**src/rtl/rr_queue_scheduler.sv**
```systemverilog
// Four private byte queues drained round-robin onto one registered
// valid/ready output port; empty queues are skipped (work conserving).
module rr_queue_scheduler #(
  parameter int DW    = 8,
  parameter int DEPTH = 8
) (
  input  logic          clk,
  input  logic          rst,
  input  logic [3:0]    wen,
  input  logic [DW-1:0] a,
  input  logic [DW-1:0] b,
  input  logic [DW-1:0] c,
  input  logic [DW-1:0] d,
  output logic [3:0]    full,
  output logic [3:0]    drop,
  output logic [DW-1:0] dout,
  output logic [1:0]    src,
  output logic          valid,
  input  logic          ready
);

  localparam int AW = (DEPTH > 1) ? $clog2(DEPTH) : 1;
  localparam int CW = AW + 1;
  localparam logic [CW-1:0] FULL_CNT = CW'(DEPTH);

  logic [DW-1:0] wdata [4];
  logic [DW-1:0] mem   [4][DEPTH];
  logic [AW-1:0] wptr  [4];
  logic [AW-1:0] rptr  [4];
  logic [CW-1:0] cnt   [4];

  logic [3:0]    empty;
  logic [3:0]    push;
  logic [3:0]    pop;
  logic [1:0]    ptr;
  logic          can_load;
  logic          gnt_vld;
  logic [1:0]    gnt_idx;
  logic [1:0]    cand;
  logic [DW-1:0] head;

  logic [DW-1:0] data_p1;
  logic [1:0]    src_p1;
  logic          vld_p1;

  assign wdata[0] = a;
  assign wdata[1] = b;
  assign wdata[2] = c;
  assign wdata[3] = d;

  always_comb begin
    full  = '0;
    empty = '0;
    for (int i = 0; i < 4; i++) begin
      full[i]  = (cnt[i] == FULL_CNT);
      empty[i] = (cnt[i] == '0);
    end
  end

  // Stage 0: rotating-priority search starting just after the last grant
  always_comb begin
    can_load = !vld_p1 || ready;
    gnt_vld  = 1'b0;
    gnt_idx  = ptr;
    cand     = '0;
    for (int k = 1; k <= 4; k++) begin
      cand = ptr + 2'(k);
      if (!gnt_vld && !empty[cand]) begin
        gnt_vld = 1'b1;
        gnt_idx = cand;
      end
    end
    pop = '0;
    if (can_load && gnt_vld) pop[gnt_idx] = 1'b1;
    push = wen & ~full;
    head = mem[gnt_idx][rptr[gnt_idx]];
  end

  always_ff @(posedge clk) begin
    for (int i = 0; i < 4; i++) begin
      if (push[i] && !rst) mem[i][wptr[i]] <= wdata[i];
    end
  end

  // full is sampled before the edge, so a pop cannot rescue a write to a full queue
  always_ff @(posedge clk or posedge rst) begin
    if (rst) begin
      for (int i = 0; i < 4; i++) begin
        wptr[i] <= '0;
        rptr[i] <= '0;
        cnt[i]  <= '0;
      end
      drop <= '0;
    end else begin
      for (int i = 0; i < 4; i++) begin
        if (push[i]) wptr[i] <= wptr[i] + 1'b1;
        if (pop[i])  rptr[i] <= rptr[i] + 1'b1;
        case ({push[i], pop[i]})
          2'b10:   cnt[i] <= cnt[i] + 1'b1;
          2'b01:   cnt[i] <= cnt[i] - 1'b1;
          default: cnt[i] <= cnt[i];
        endcase
      end
      drop <= wen & full;
    end
  end

  // Stage 1: registered output word, source index and grant pointer
  always_ff @(posedge clk or posedge rst) begin
    if (rst) begin
      vld_p1  <= 1'b0;
      data_p1 <= '0;
      src_p1  <= '0;
      ptr     <= 2'd3;
    end else if (can_load) begin
      if (gnt_vld) begin
        vld_p1  <= 1'b1;
        data_p1 <= head;
        src_p1  <= gnt_idx;
        ptr     <= gnt_idx;
      end else begin
        vld_p1  <= 1'b0;
      end
    end
  end

  assign dout  = data_p1;
  assign src   = src_p1;
  assign valid = vld_p1;

endmodule

```
**config.mk**
```make
export PLATFORM = sky130hd
export DESIGN_NAME = rr_queue_scheduler
export DESIGN_NICKNAME = d
export VERILOG_FILES = /design/src/rtl/rr_queue_scheduler.sv
export SDC_FILE = /design/constraint.sdc
export NUM_CORES = 1
export LEC_CHECK = 0
export ABC_AREA = 1
export CAP_MARGIN = 5
export CORE_UTILIZATION = 50
export DETAILED_ROUTE_END_ITERATION = 16
export GPL_ROUTABILITY_DRIVEN = 0
export PLACE_DENSITY = 0.82
export SLEW_MARGIN = 20
export SYNTH_ARGS = -nofsm -noshare
export SYNTH_HDL_FRONTEND = slang
export SYNTH_SLANG_ARGS = --single-unit
```
**constraint.sdc**
```tcl
create_clock -name clk -period 3 [get_ports clk]
set_input_delay 0.75 -clock clk [delete_from_list [all_inputs] [get_ports clk]]
set_output_delay 0.75 -clock clk [all_outputs]
set_load 0.05 [all_outputs]
```
==> key figures, run 1 <==
Hold path
  • Class of the worst hold path: flip-flop to flip-flop

STA
  • Worst slew pin tran: 0.524 ns
  • Number of max-slew violations in the final report: 0
  • Max-slew headroom: 0.649
  • Peak clock frequency supported by timing: 311 MHz
  • Final setup viols: 5
  • Clock period minus worst slack: 3.22 ns
  • Worst clock skew: 0.0114 ns
  • Final Cycle Share: 1.07
  • Unrepaired setup endpoints after global routing: yes
  • Final hold viol count: 0
  • Post-layout worst setup margin: -0.220 ns

Layout
  • Fill cells: 2123
  • Number of diodes: 0
  • Net total in the final layout: 1611
  • Share of cells above drive strength 1: 0.140
  • Utilization after layout: 0.622
  • Layout-stage area growth over the synthesis result: 21.3%

Global route
  • Largest net degree at the start of global routing: 106
  • GRT overflow: 0
  • Global-route wire length before repair: 57000 µm
  • Number of global-route vias before repair: 10500
  • Number of antenna violations at the first check in global routing: 0
  • GRT Total Usage: 0.257

Synthesis
  • Syn Nets: 1490
  • Area of the mapped netlist: 0.0144 mm²
  • Number of distinct standard cells referenced by the synthesized netlist: 41
  • Count of yosys warnings during synthesis: 0
  • Mean Syn Cell Area: 10.1 µm²
  • Instance count of the mapped netlist: 1427
  • Post-synthesis sequential element count: 313
  • Sequential-to-total area share from yosys stat: 0.633

Drt
  • Via count: 11000
  • DRC violations left: 0
  • Detailed router's first-iteration violation count: 1180
  • Routed Antenna Nets: 0
  • Routed wire length: 39600 µm
  • Wire length per cell after detailed routing: 20.3 µm
  • Detailed Routing Iterations Pass 1: 9
  • Vias per inst: 5.61

Place
  • Count of port buffers added during placement: 57
  • Total half-perimeter wirelength after legalization and detailed placement: 24600 µm

Worst setup path
  • Kind of capture point of the worst setup path: flip-flop
  • Crit path kind: flip-flop to flip-flop
  • Arrival time worst endpoint: 3.68 ns
  • Maximum fanout along the worst path: 5
  • Required arrival time at the worst endpoint: 3.46 ns
  • Type of element launching the critical path: flip-flop

Floorplan
  • Overall die height: 172 µm
  • X dimension of the die: 172 µm
  • Ports placed on the boundary: 58
  • Standard-cell rows: 61
  • Starting utilization of the core area: 0.513
  • Area of the die: 0.0295 mm²
  • Core region area: 0.0281 mm²

CTS
  • Register clock-pin slew on the reported worst setup and hold paths: 0.07 ns
  • Total clock buffers created by CTS: 31
  • Worst skew pair latency: 0.58 ns
  • Worst-case clock buffer depth: 3
  • Clock tree from TritonCTS: yes
  • Htree depth: 1
  • Clock sinks: 313
  • Clock root buffer: sky130_fd_sc_hd__clkbuf_16

Flow run
  • Max-Cap Viols: 0

Outcome
  • Outcome: finished, violations left
  • Violated checks: setup timing
[worst max-delay path, cell delays in order (launching register included)]
cell                       delay [ns]
sky130_fd_sc_hd__dfstp_2         0.56
sky130_fd_sc_hd__buf_12          0.13
sky130_fd_sc_hd__xor2_4          0.21
sky130_fd_sc_hd__nand3_2         0.13
sky130_fd_sc_hd__nand2_2         0.13
sky130_fd_sc_hd__inv_2           0.05
sky130_fd_sc_hd__nand2_2         0.08
sky130_fd_sc_hd__nand2_4         0.07
sky130_fd_sc_hd__a21oi_4         0.20
sky130_fd_sc_hd__nor2_2          0.07
sky130_fd_sc_hd__inv_2           0.13
sky130_fd_sc_hd__nor2_4          0.06
sky130_fd_sc_hd__ha_4            0.18
sky130_fd_sc_hd__ha_4            0.23
sky130_fd_sc_hd__nand2_2         0.09
sky130_fd_sc_hd__nor2_2          0.05
sky130_fd_sc_hd__a211oi_2        0.28
sky130_fd_sc_hd__nor2_2          0.09
sky130_fd_sc_hd__nor2_1          0.14
sky130_fd_sc_hd__nand2_1         0.08
sky130_fd_sc_hd__xor2_1          0.14
[timing repair]
| action | CTS | global route |
|---|---|---|
| setup endpoints to repair | 16 | 16 |
| resized for setup | 26 | 32 |
| hold buffers | 0 | 0 |
| pin swaps | 7 | 24 |
| gates cloned | 0 | 5 |
| buffers inserted | 6 | 11 |
[cell families after synthesis]
| group | after synthesis | share of synthesized area |
|---|---|---|
| buffers and inverters | 192 | 0.0582 |
| adders and majority gates | 24 | 0.0229 |
| and+or+nand+nor | 823 | 0.246 |
| xor gates and xnor gates | 29 | 0.0187 |
| AOI/OAI and AO/OA | 44 | 0.0202 |
| muxes | 2 | 0.00156 |
| DFF | 313 | 0.633 |
[placed cells by master (no fill, tap or decap), types with 15 or more instances in the layout]
cell                              instances
sky130_fd_sc_hd__nand2_1                499
sky130_fd_sc_hd__edfxtp_1               256
sky130_fd_sc_hd__nand3_1                177
sky130_fd_sc_hd__inv_1                  118
sky130_fd_sc_hd__buf_4                   78
sky130_fd_sc_hd__nor2_1                  62
sky130_fd_sc_hd__dfrtp_1                 55
sky130_fd_sc_hd__clkdlybuf4s50_1         53
sky130_fd_sc_hd__nand3b_1                40
sky130_fd_sc_hd__clkbuf_16               36
sky130_fd_sc_hd__xor2_1                  18
sky130_fd_sc_hd__o211ai_1                16
sky130_fd_sc_hd__o21ai_0                 15
[through the flow]
step | setup WS [ns] | area (µm²) | instances | TNS (ns) | hold slack [ns]
after global routing | -0.294 | 17500 | 1951 | -2.04 | 0.503
final | -0.220 | 17500 | 1951 | -0.468 | 0.488
after floorplan | -0.0252 | 14500 | 1427 | -0.0449 | 0.438
after detailed placement | -0.126 | 15900 | 1871 | -0.667 | 0.463
after global placement | 0.0138 | 15900 | 1871 | 0 | 0.452
after CTS | 0.00622 | 17100 | 1935 | 0 | 0.472
[final timing paths]
kind                                      startpoint              endpoint  slack [ns]  depth (start not counted)
min in group asynchronous                        rst   wptr[8]$_DFFE_PP0P_        0.52                          2
worst min-delay path            rptr[11]$_DFFE_PP0N_  rptr[11]$_DFFE_PP0N_        0.49                          1
worst max-delay path              ptr[0]$_DFFE_PP1N_    cnt[3]$_DFFE_PP0P_       -0.22                         20
worst min register to register  rptr[11]$_DFFE_PP0N_  rptr[11]$_DFFE_PP0N_        0.49                          1
worst max register to register    ptr[0]$_DFFE_PP1N_    cnt[3]$_DFFE_PP0P_       -0.22                         20
max in group asynchronous                        rst    ptr[1]$_DFFE_PP1N_        1.74                          3
[sequential cells by signal, indices dropped and copies added (netlist names)]
| name | flops |
|---|---|
| valid | 1 |
| drop | 4 |
| rptr | 12 |
| src | 2 |
| cnt | 16 |
| ptr | 2 |
| wptr | 12 |
| mem | 256 |
| dout | 8 |
[synth_stat cells]
cell type | count | area, µm²
sky130_fd_sc_hd__a211oi_1 | 4 | 30.0
sky130_fd_sc_hd__a21boi_1 | 1 | 7.51
sky130_fd_sc_hd__a21oi_1 | 2 | 10.0
sky130_fd_sc_hd__a21oi_2 | 1 | 8.76
sky130_fd_sc_hd__buf_1 | 1 | 3.75
sky130_fd_sc_hd__buf_2 | 38 | 190
sky130_fd_sc_hd__buf_4 | 14 | 105
sky130_fd_sc_hd__buf_6 | 2 | 22.5
sky130_fd_sc_hd__clkbuf_1 | 10 | 37.5
sky130_fd_sc_hd__clkinv_1 | 1 | 3.75
sky130_fd_sc_hd__dfrtp_1 | 55 | 1380
sky130_fd_sc_hd__dfstp_2 | 2 | 52.6
sky130_fd_sc_hd__edfxtp_1 | 256 | 7690
sky130_fd_sc_hd__fa_1 | 4 | 80.1
sky130_fd_sc_hd__ha_1 | 20 | 250
sky130_fd_sc_hd__inv_1 | 122 | 458
sky130_fd_sc_hd__inv_2 | 3 | 11.3
sky130_fd_sc_hd__inv_4 | 1 | 6.26
sky130_fd_sc_hd__mux2_2 | 2 | 22.5
sky130_fd_sc_hd__nand2_1 | 506 | 1900
sky130_fd_sc_hd__nand2_2 | 3 | 18.8
sky130_fd_sc_hd__nand2_4 | 1 | 11.3
sky130_fd_sc_hd__nand3_1 | 188 | 941
sky130_fd_sc_hd__nand3_2 | 1 | 10.0
sky130_fd_sc_hd__nand3b_1 | 40 | 300
sky130_fd_sc_hd__nand4_1 | 1 | 6.26
sky130_fd_sc_hd__nor2_1 | 71 | 267
sky130_fd_sc_hd__nor2_2 | 3 | 18.8
sky130_fd_sc_hd__nor2_4 | 2 | 22.5
sky130_fd_sc_hd__nor4_1 | 4 | 25.0
sky130_fd_sc_hd__o211ai_1 | 16 | 120
sky130_fd_sc_hd__o21ai_0 | 15 | 75.1
sky130_fd_sc_hd__o21ai_1 | 3 | 15.0
sky130_fd_sc_hd__o21ai_2 | 1 | 8.76
sky130_fd_sc_hd__o21ai_4 | 1 | 16.3
sky130_fd_sc_hd__or2_0 | 1 | 6.26
sky130_fd_sc_hd__or2_2 | 2 | 12.5
sky130_fd_sc_hd__xnor2_1 | 9 | 78.8
sky130_fd_sc_hd__xnor2_2 | 1 | 16.3
sky130_fd_sc_hd__xor2_1 | 18 | 158
sky130_fd_sc_hd__xor2_2 | 1 | 16.3
[final cells by class]
cell class                 instances  area, µm²  area share
tap                              378        473      0.0271
timing repair buffer             153       1540      0.0883
sequential                       313       9120       0.522
inverter                         127        482      0.0276
clock inverter                    25        241      0.0138
clock buffer                      33        783      0.0448
multi-input combinational        922       4840       0.277
[routing by layer]
| layer | track usage | routed length, µm | vias to the layer above | share of wire |
|---|---|---|---|---|
| li1 | - | - | 4979 | - |
| met1 | 0.331 | 15200 | 5290 | 0.38 |
| met2 | 0.451 | 19600 | 555 | 0.50 |
| met3 | 0.0246 | 2960 | 128 | 0.075 |
| met4 | 0.0985 | 1840 | 0 | 0.046 |
| met5 | 0 | 0 | - | 0 |
Power of run 1 is left out: the tool's default activity adds up to more than one toggle a clock period on the data nets, which glitch-free logic cannot reach.
==> inputs of run 2 (changes only) <==
Settings changed: SLEW_MARGIN 20 to 0.
==> results of run 2 <==
Same layout as run 1: the final DEF is identical, and so are final timing and power.
Power of run 2 is left out for the same reason.
